`config.mk`:
```
export PLATFORM = sky130hd
export DESIGN_NAME = divider_6_bit
export DESIGN_NICKNAME = d
export VERILOG_FILES = /design/src/rtl/divider_6_bit.sv
export SDC_FILE = /design/constraint.sdc
export NUM_CORES = 1
export LEC_CHECK = 0
export CORE_MARGIN = 10
export CORE_UTILIZATION = 45
export DETAILED_ROUTE_END_ITERATION = 7
export PLACE_DENSITY_LB_ADDON = 0.3
export SLEW_MARGIN = 20
export SYNTH_ARGS = -nofsm -noshare
export SYNTH_HDL_FRONTEND = slang
export SYNTH_SLANG_ARGS = --single-unit
```
`constraint.sdc`:
```
create_clock -name clk -period 2.5 [get_ports clk]
set_clock_uncertainty 0.05 [all_clocks]
set_input_delay 0.5 -clock clk [delete_from_list [all_inputs] [get_ports clk]]
set_output_delay 0.5 -clock clk [all_outputs]
set_load 0.01 [all_outputs]
```
`src/rtl/divider_6_bit.sv`:
```
// Loadable 6-bit down-counter: divide-by-(N+1) stage with borrow-out and glitch-free divisor reload.
// Optional square-wave output enabled by defining DIVIDER_6_BIT_CLK_OUT_EN.
module divider_6_bit #(
    parameter logic [5:0] RESET_DIV = 6'd63
) (
    input  logic       clk,
    input  logic       reset,
    input  logic       count,
    input  logic       load,
    input  logic [5:0] div_in,
    output logic [5:0] out,
    output logic       next,
`ifdef DIVIDER_6_BIT_CLK_OUT_EN
    output logic       clk_out,
`endif
    output logic       load_ack
);

    logic [5:0] out_q, out_d;
    logic [5:0] div_q, div_d;
    logic [5:0] pend_val_q, pend_val_d;
    logic       pend_q, pend_d;
    logic       ack_q, ack_d;
    logic       terminal;

    assign terminal = count && (out_q == 6'd0);

    always_comb begin
        out_d      = out_q;
        div_d      = div_q;
        pend_val_d = pend_val_q;
        pend_d     = pend_q;
        ack_d      = 1'b0;
        if (count) begin
            if (terminal) begin
                // A staged divisor is only ever adopted at a terminal count.
                out_d = pend_q ? pend_val_q : div_q;
                if (pend_q) begin
                    div_d  = pend_val_q;
                    pend_d = 1'b0;
                    ack_d  = 1'b1;
                end
            end else begin
                out_d = out_q - 6'd1;
            end
        end
        // A load in the terminal cycle re-arms pend for the following terminal.
        if (load) begin
            pend_val_d = div_in;
            pend_d     = 1'b1;
        end
    end

    always_ff @(posedge clk or posedge reset) begin
        if (reset) begin
            out_q      <= RESET_DIV;
            div_q      <= RESET_DIV;
            pend_val_q <= 6'd0;
            pend_q     <= 1'b0;
            ack_q      <= 1'b0;
        end else begin
            out_q      <= out_d;
            div_q      <= div_d;
            pend_val_q <= pend_val_d;
            pend_q     <= pend_d;
            ack_q      <= ack_d;
        end
    end

`ifdef DIVIDER_6_BIT_CLK_OUT_EN
    logic clk_out_q;

    always_ff @(posedge clk or posedge reset) begin
        if (reset) begin
            clk_out_q <= 1'b0;
        end else if (terminal) begin
            clk_out_q <= ~clk_out_q;
        end
    end

    assign clk_out = clk_out_q;
`endif

    assign out      = out_q;
    assign next     = terminal;
    assign load_ack = ack_q;

endmodule

```
# After elaboration in Yosys (flattened, before gate mapping)

Index checks and enable logic that the tools add are counted.

Reductions and logical operators: 6
Add/sub/neg operators: 1
Muxes and demuxes: 8

Operators with widths:

| operator              | count |
|---|---|
| $mux W6               | 2 |
| $logic_not A6 Y1      | 1 |
| $mux W1               | 6 |
| $sub A6 B1 Y6 const B | 1 |
| $reduce_and A2 Y1     | 2 |
| $reduce_bool A2 Y1    | 2 |
| $logic_and A1 B1 Y1   | 1 |

Input port bits: 10
Register bits after elaboration: 20
Word-level logic and storage cells: 20
Output and inout port bits: 8

# Depth between registers and ports, before layout

Gate-level depths: netlist (run 1).

Word-level depth: 5
Gate-level depth with buffers: 7
Mapped depth without buffers: 7

# Worst setup path before layout (run 1)

No wires, ideal clock.

Kind: register to register
From: register out_q[0], in the netlist out[0]
To: register out_q[3], in the netlist out[3]
Buffers on the path: 0
Stages on the path, launching flop included: 8
Clock period less this slack: 1.865 ns
Data required time: 2.369 ns
Path slack: 0.635 ns
Arrival: 1.734 ns
Library setup time: 0.081 ns
Cell sequence: dfstp_2 > inv_1 > ha_1 > nand4bb_4 > or3_4 > inv_1 > or3_2 > o211ai_1

Word-level cells in the longest chain between the ends: 3
Elaborated cells between the ends (all ways): 4
Those cells by class: add/sub: 1; mux: 1; reduce/logical: 2

RTL lines:

| item                     | RTL line | text |
|---|---|---|
| start: declaration       | 19       | `logic [5:0] out_q, out_d;` |
| start signal: assignment | 62       | `out_q <= out_d;` |
| $logic_not A6 Y1         | 26       | `assign terminal = count && (out_q == 6'd0);` |
| $logic_and A1 B1 Y1      | 26       |  |
| net next                 | 12       | `output logic next,` |
| $mux W6                  | 35       | `if (terminal) begin` |

The timed path passes the listed nets, and every way through them passes these cells.
A chain may end at the register's enable or synchronous reset.

# Final worst setup path (run 1)

From: input count
To: output next

Word-level cells in the longest chain between the ends: 1

RTL lines:

| item                | RTL line | text |
|---|---|---|
| start: declaration  | 8        | `input logic count,` |
| $logic_and A1 B1 Y1 | 26       |  |
| end: declaration    | 12       |  |

Every way passes these cells.

==> results of run 1 <==
-- worst max-delay path by stage --
stage / startpoint / to / slack (ns) / depth (start not counted)
finish: count / next / 0.12 / 5
global route: out[0] / next / 0.06 / 6
CTS: count / next / 0.10 / 5
detailed placement: count / next / -0.16 / 5
global placement: count / next / -0.14 / 5
floorplan: out[0] / out[3] / 0.63 / 7
-- routing by layer --
metal / vias to the layer above / GRT usage, % / part of all wire [%]
li1: 315 / - / -
met1: 298 / 10.1 / 48
met2: 21 / 13.3 / 43
met3: 4 / 3.05 / 7.5
met4: 0 / 5.61 / 1.6
met5: - / 0 / 0
-- flip-flops by register name (all words and copies together), names as in the netlist --
register and count:
pend_val_q 6, out 6, load_ack 1, div_q 6
pend_q 1
-- repair_timing --
| item | 4_1_cts | 5_1_grt |
|---|---|---|
| endpoints found under the setup margin | 1 | 0 |
| hold buffers | 0 | 0 |
| resized for setup | 1 | 0 |
| setup buffers | 0 | 0 |
-- worst max-delay path: stages --
cell and delay (ns):
clkdlybuf4s50_1 0.53, nand4bb_4 0.12, or3_4 0.34, inv_1 0.07
dlygate4sd2_1 0.26
-- stage by stage --
step / worst slack (ns) / cells / hold WS (ns) / area, µm²
3_5_place_dp: -0.156 / 120 / 0.418 / 1160
4_1_cts: 0.105 / 123 / 0.432 / 1180
2_1_floorplan: 0.635 / 76 / 0.400 / 946
5_1_grt: 0.0582 / 123 / 0.463 / 1180
3_3_place_gp: -0.139 / 120 / 0.411 / 1160
6_report: 0.123 / 123 / 0.434 / 1180
-- final cells by class --
| class | instances | area [µm²] |
|---|---|---|
| multi-input combinational | 44 | 383 |
| sequential | 20 | 515 |
| fill | 161 | 798 |
| tap | 27 | 33.8 |
| timing repair buffer | 21 | 199 |
| clock buffer | 3 | 22.5 |
| inverter | 8 | 30.0 |
-- power breakdown --
| group | internal, W | switching (W) | leakage, nW | total [W] |
|---|---|---|---|---|
| registers | 0.000496 | 0.0000907 | 0.219 | 0.000586 |
| clock network | 0.0000562 | 0.0000932 | 0.0138 | 0.000149 |
| logic | 0.000214 | 0.000131 | 0.322 | 0.000345 |
| total | 0.000765 | 0.000315 | 0.554 | 0.00108 |
-- cells by family after synthesis --
logic type               count (synthesis)
flip-flops                              20
buffers and inverters                   12
AND/OR/NAND/NOR                         13
AO/OA/AOI/OAI                           16
multiplexers                            14
adder cells (fa/ha/maj)                  1
-- Yosys cell counts (2+ instances only) --
cell type	instances
o21ai_0	2
a21o_1	3
clkbuf_1	2
inv_1	8
mux2_2	9
nand2_1	5
dfstp_2	12
mux2i_1	4
nor2_1	2
dfrtp_1	8
a311oi_1	2
==> flow_summary.ini, run 1 <==
[routing]
route.detailed.drc = 0
wl_um = 1800
wl_per_cell_um = 14.7
viasPerCell = 5.19
ant_nets = 0
drtIter0Drc = 23
drt-pass1-iter-count = 2
vias = 638

[placement]
dp_hpwl_um = 1390
globalplace.congestion = 0.722
port_buffers = 17

[synth]
synth_nets = 87
synthAdderAreaFrac_pct = 1.32
synthTopCellsByArea = dfstp_2, dfrtp_1, mux2_2
yosys.area.top_type_share_pct = 33.3
synth-main-ff-cell = dfstp_2
synth_simple_gate_area_share_pct = 10.4
synth_edf_count = 0
yosys_warnings = 0
synthMuxAreaShare_pct = 16.5
syn_area_um2 = 946
synth_cells = 76
synth_compound_area_share_pct = 12.2
yosysUniqueCellTypes = 30
async_flop_share_pct = 100
syn_avg_cell_area_um2 = 12.4
synth_xor_area_share_pct = 0
synth-seq-cells = 20
yosysTopAreaCell = dfstp_2
ys_seq_area_share_pct = 54.5
synth_top_family_by_area = multiplexers

[clocking]
clock_path_buffers = 2
htreeDepth = 1
clk_pin_slew_worst_paths_ns = 0.10
cts_sinks = 20
cts_tree = yes
numCtsBuffers = 3
root_buffer = clkbuf_4
worstSkewPairLatency_ns = 0.30

[sta]
rsz0062_at_grt = no
hold_violations = 0
slew_viol_final = 0
tightest_slew_ns = 0.747
fmax_mhz = 421
post-route-min-period_ns = 2.38
slew_headroom_pct = 50.1
finalCritPeriodShare_pct = 95.1
finalSetupTns_ns = 0
setup_violations = 0

[critical_path]
required_ns = 1.95
r2r_end = out[3]
cp-end-kind = primary output
reg2regPathDepth = 8
r2r_slack_ns = 0.53
timing.rr.start = out[0]
arrival_ns = 1.83
cp_max_fo = 2
start_kind = primary input
critical_path_class = primary input to primary output

[grt]
globalRouteOverflowTotal = 0
grt_max_degree = 21
antenna_found_initial = 0
grt_pass1_wl_um = 2930
grt_pass1_vias = 655
groute.usage.overall_pct = 8.69

[pwr]
p_leak_nw = 0.554
ir_drop_mv = 0.540
total_power_w = 0.00108
p_per_area_mw_per_mm2 = 913

[floorplanning]
start_util_pct = 47.7
dieArea_mm2 = 0.00434
core.rowCount = 16
core_area_mm2 = 0.00198
die_w_um = 65.8
io_pins = 18
die_h_um = 65.8

[cells_and_area]
diodes = 0
layout_common_cells = clkdlybuf4s50_1, dfstp_2, mux2_2
syn2layout_area_growth_pct = 25.1
finalNetCount = 109
layout-drive-gt1-share_pct = 34.4
final_core_util_pct = 59.7
final_common_cell = clkdlybuf4s50_1

[min_path]
min_from = div_q[1]
hold_path_class = flop to flop
worstHoldEndpoint = div_q[1]
min_path_cells = 2

[run_status]
status = finished clean

[flow_run]
max-cap-violations = 0
Power figures use the tool's default switching activity.
==> run 2: changes to the inputs <==
Settings changed: CELL_PAD_IN_SITES_DETAIL_PLACEMENT from default to 1, CELL_PAD_IN_SITES_GLOBAL_PLACEMENT from default to 1, CORE_ASPECT_RATIO from default to 0.8, CORE_UTILIZATION 45 to 39.
==> flow_summary.ini, run 2 (synthesis gave the netlist of run 1 again) <==
[run_status]
status = finished clean

[pwr]
p_per_area_mw_per_mm2 = 996
p_sw_share_pct = 27.7
p_clk_share_pct = 21.7
p_comb_share_pct = 29.4
total_power_w = 0.00121
seqPwrFrac_pct = 48.9
p_sw_w = 0.000334
internal_power_w = 0.000872
ir_drop_mv = 0.450
p_leak_nw = 0.568

[placement]
globalplace.congestion = 0.718
dp_hpwl_um = 1520
placedCellCount = 118
port_buffers = 17

[sta]
slew_headroom_pct = 51.9
hold_violations = 0
rsz0062_at_grt = no
fmax_mhz = 419
finalCritPeriodShare_pct = 95.4
setup_violations = 0
tightest_slew_ns = 0.721
slew_viol_final = 0
post-route-min-period_ns = 2.39

[critical_path]
critical_path_class = primary input to primary output
arrival_ns = 1.84
cp_max_fo = 2
r2r_slack_ns = 0.50
cpPeakStageDelay_ns = 0.53
start_kind = primary input
cp_slowest_cell = clkdlybuf4s50_1
crit_family = buffers and inverters
required_ns = 1.95
path_cells = clkdlybuf4s50_1, nand4bb_4, or3_4, inv_1, dlygate4sd2_1
cp-end-kind = primary output
crit_buf_inv = 3

[floorplanning]
die_w_um = 75.1
core_area_mm2 = 0.00223
dieArea_mm2 = 0.00481
core.rowCount = 15
die_h_um = 64.1
start_util_pct = 42.4
io_pins = 18

[cells_and_area]
diodes = 0
fillers = 252
syn2layout_area_growth_pct = 28.0
fin_cells = 122
layout_common_cells = clkdlybuf4s50_1, dfstp_2, mux2_2
layout-drive-gt1-share_pct = 35.1
seqCellArea_um2 = 515
multi_input_area_um2 = 383
finalNetCount = 109
final_common_cell = clkdlybuf4s50_1

[clocking]
worstSkewPairLatency_ns = 0.30
htreeDepth = 1
root_buffer = clkbuf_4
cts_tree = yes
cts_sinks = 20
numCtsBuffers = 3
clk_pin_slew_worst_paths_ns = 0.11
cts_hold_buf = 0
clock_path_buffers = 2

[flow_run]
max-cap-violations = 0

[grt]
grt_max_degree = 21
grt_pass1_vias = 745
antenna_found_initial = 0
grt_pass1_wl_um = 3630
groute.usage.overall_pct = 9.71
globalRouteOverflowTotal = 0

[routing]
drt-pass1-iter-count = 3
vias = 657
wl_um = 2070
ant_nets = 0
route.detailed.drc = 0
viasPerCell = 5.39
drtIter0Drc = 30
wl_per_cell_um = 16.9

[min_path]
hold_path_class = flop to flop
==> run 2: cell count changes in the layout (fill, tap and decap cells not counted) <==
cell	previous run	this run
bufinv_16	0	1
==> run 2: path summary, 6_finish.rpt <==
kind | startpoint | end | cells after the start
setup / recovery | count | next | 5
hold / removal | div_q[1] | div_q[1] | 2
min in group asynchronous | reset | pend_val_q[3] | 2
max in group asynchronous | reset | load_ack | 2
hold reg to reg | div_q[1] | div_q[1] | 2
setup reg to reg | out[0] | out[3] | 8
==> run 2: through the flow <==
stage	hold WS [ns]	instance area, µm²	util (%)	worst slack, ns	setup TNS, ns
finish	0.438	1210	54.2	0.114	0
floorplan	0.400	946	-	0.635	0
detailed placement	0.420	1160	51.9	-0.164	-0.164
global route	0.483	1210	54.2	0.0202	0
CTS	0.439	1210	54.2	0.0961	0
global placement	0.410	1160	51.9	-0.152	-0.152
==> run 2: repair_timing <==
action / in CTS / in global routing
setup endpoints to repair: 1 / 0
buffers inserted: 0 / 0
gates resized for setup: 1 / 0
==> run 2: power groups by stage <==
stage	clock, W	combinational (W)	sequential (W)
floorplan	0	0.000189	0.000592
finish	0.000261	0.000354	0.000590
global route	0.000289	0.000398	0.000614
detailed placement	0	0.000358	0.000595
global placement	0	0.000343	0.000588
CTS	0.000269	0.000363	0.000592
==> run 2: cell type report <==
type	count	share of cell area, %
sequential	20	42.6
multi-input combinational	44	31.6
inverter	8	2.48
tap	25	2.58
timing repair buffer	21	16.4
clock inverter	1	2.48
clock buffer	3	1.86
==> run 2: worst reg2reg max path, cell delays in order, from the launching register on <==
cell and delay (ns):
dfstp_2 0.60, inv_1 0.06, ha_1 0.26, nand4bb_4 0.11, or3_4 0.12, inv_1 0.04, buf_4 0.14, or3_2 0.44
o211ai_1 0.11
==> run 2: routing by layer <==
layer | part of all wire (%) | global-route usage, % | up-vias
li1 | - | - | 313
met1 | 42 | 10.9 | 330
met2 | 51 | 16.6 | 12
met3 | 5.7 | 4.63 | 2
met4 | 0.39 | 1.42 | 0
met5 | 0 | 0 | -
==> run 3: changes to the inputs <==
Settings changed: CORE_UTILIZATION 39 to 45, DONT_BUFFER_PORTS from default to 1.
==> flow_summary.ini, run 3 (synthesis gave the netlist of run 1 again) <==
[run_status]
status = finished clean

[floorplanning]
die_w_um = 71.3
die_h_um = 61.0
start_util_pct = 48.6
io_pins = 18
dieArea_mm2 = 0.00435
core_area_mm2 = 0.00194
core.rowCount = 14

[routing]
ant_nets = 0
viasPerCell = 5.81
drtIter0Drc = 36
vias = 581
route.detailed.drc = 0
wl_per_cell_um = 18.4
wl_um = 1840
drt-pass1-iter-count = 4

[critical_path]
critical_path_class = flop to primary output
arrival_ns = 1.79
reg2regPathDepth = 7
r2r_slack_ns = 0.40
startpoint = out[0]
cp-endpoint = next
required_ns = 1.95
cp_max_fo = 13
timing.rr.start = out[0]
start_kind = flop
cp-end-kind = primary output
r2r_end = out[3]

[grt]
grt_pass1_wl_um = 3150
grt_pass1_vias = 645
groute.usage.overall_pct = 8.98
antenna_found_initial = 0
globalRouteOverflowTotal = 0
grt_max_degree = 21

[cells_and_area]
final_common_cell = dfstp_2
finalNetCount = 88
syn2layout_area_growth_pct = 6.88
seqCellArea_um2 = 515
multi_input_area_um2 = 383
layout-drive-gt1-share_pct = 39.5
fillers = 187
diodes = 0
layout_common_cells = dfstp_2, mux2_2, inv_1, dfrtp_1, nand2_1

[sta]
tightest_slew_ns = 0.717
rsz0062_at_grt = no
slew_viol_final = 0
slew_headroom_pct = 52.1
finalCritPeriodShare_pct = 93.6
fmax_mhz = 427
hold_violations = 0
finalSetupTns_ns = 0
post-route-min-period_ns = 2.34
setup_violations = 0

[placement]
port_buffers = 0
dp_hpwl_um = 1440
globalplace.congestion = 0.738

[pwr]
total_power_w = 0.00109
p_leak_nw = 0.479
p_per_area_mw_per_mm2 = 1080
ir_drop_mv = 0.584

[clocking]
post_cts_buffers = 0
cts_hold_buf = 0
cts_tree = yes
clk_pin_slew_worst_paths_ns = 0.12
cts_sinks = 20
htreeDepth = 1
worstSkewPairLatency_ns = 0.30
cts_resized = 0
clock_path_buffers = 2
numCtsBuffers = 3
root_buffer = clkbuf_4

[min_path]
hold_path_class = primary input to asynchronous set/reset pin

[flow_run]
max-cap-violations = 0
-- run 3: changes by cell type in the layout (fill, tap and decap cells not counted) --
cell | before | now
dlygate4sd2_1 | 1 | 0
buf_4 | 4 | 0
clkdlybuf4s50_1 | 16 | 0
-- run 3: per-layer routing --
layer / part of all wire, % / vias up / global-route usage, %
li1: - / 268 / -
met1: 43 / 303 / 9.83
met2: 51 / 10 / 15.6
met3: 5.6 / 0 / 5.06
met4: 0 / 0 / 0.826
met5: 0 / - / 0
-- run 3: worst min path at each step --
stage               slack, ns  cells after the start             to      from
detailed placement       0.43                      2       div_q[1]  div_q[1]
global route             0.18                      1         pend_q     reset
CTS                      0.17                      1  pend_val_q[0]     reset
global placement         0.42                      2       div_q[5]  div_q[5]
floorplan                0.40                      1       load_ack     reset
finish                   0.14                      1  pend_val_q[0]     reset
-- run 3: per-stage QoR --
step,instance area [µm²],hold slack [ns],utilization [%],instances,setup slack [ns]
after floorplan,946,0.400,-,76,0.635
after global placement,958,0.418,49.3,96,0.467
after detailed placement,958,0.426,49.3,96,0.386
after CTS,1010,0.170,52.0,100,0.113
after global routing,1010,0.179,52.0,100,0.0354
final,1010,0.139,52.0,100,0.159
-- run 3: critical path, cell delays in order (launching register included) --
cell and delay (ns):
dfstp_2 0.42, inv_1 0.06, ha_1 0.23, nand4bb_4 0.15, or3_4 0.42, inv_1 0.22
-- run 3: area by class of cell --
class	instances	share of cell area [%]
tap	24	2.97
multi-input combinational	44	37.9
sequential	20	51.0
clock inverter	1	2.97
clock buffer	3	2.23
inverter	8	2.97
-- run 3: power by group --
part / internal [W] / switching, W
Combinational: 0.000123 / 0.0000900
Sequential: 0.000497 / 0.000126
Clock: 0.000162 / 0.0000963
Total: 0.000782 / 0.000313
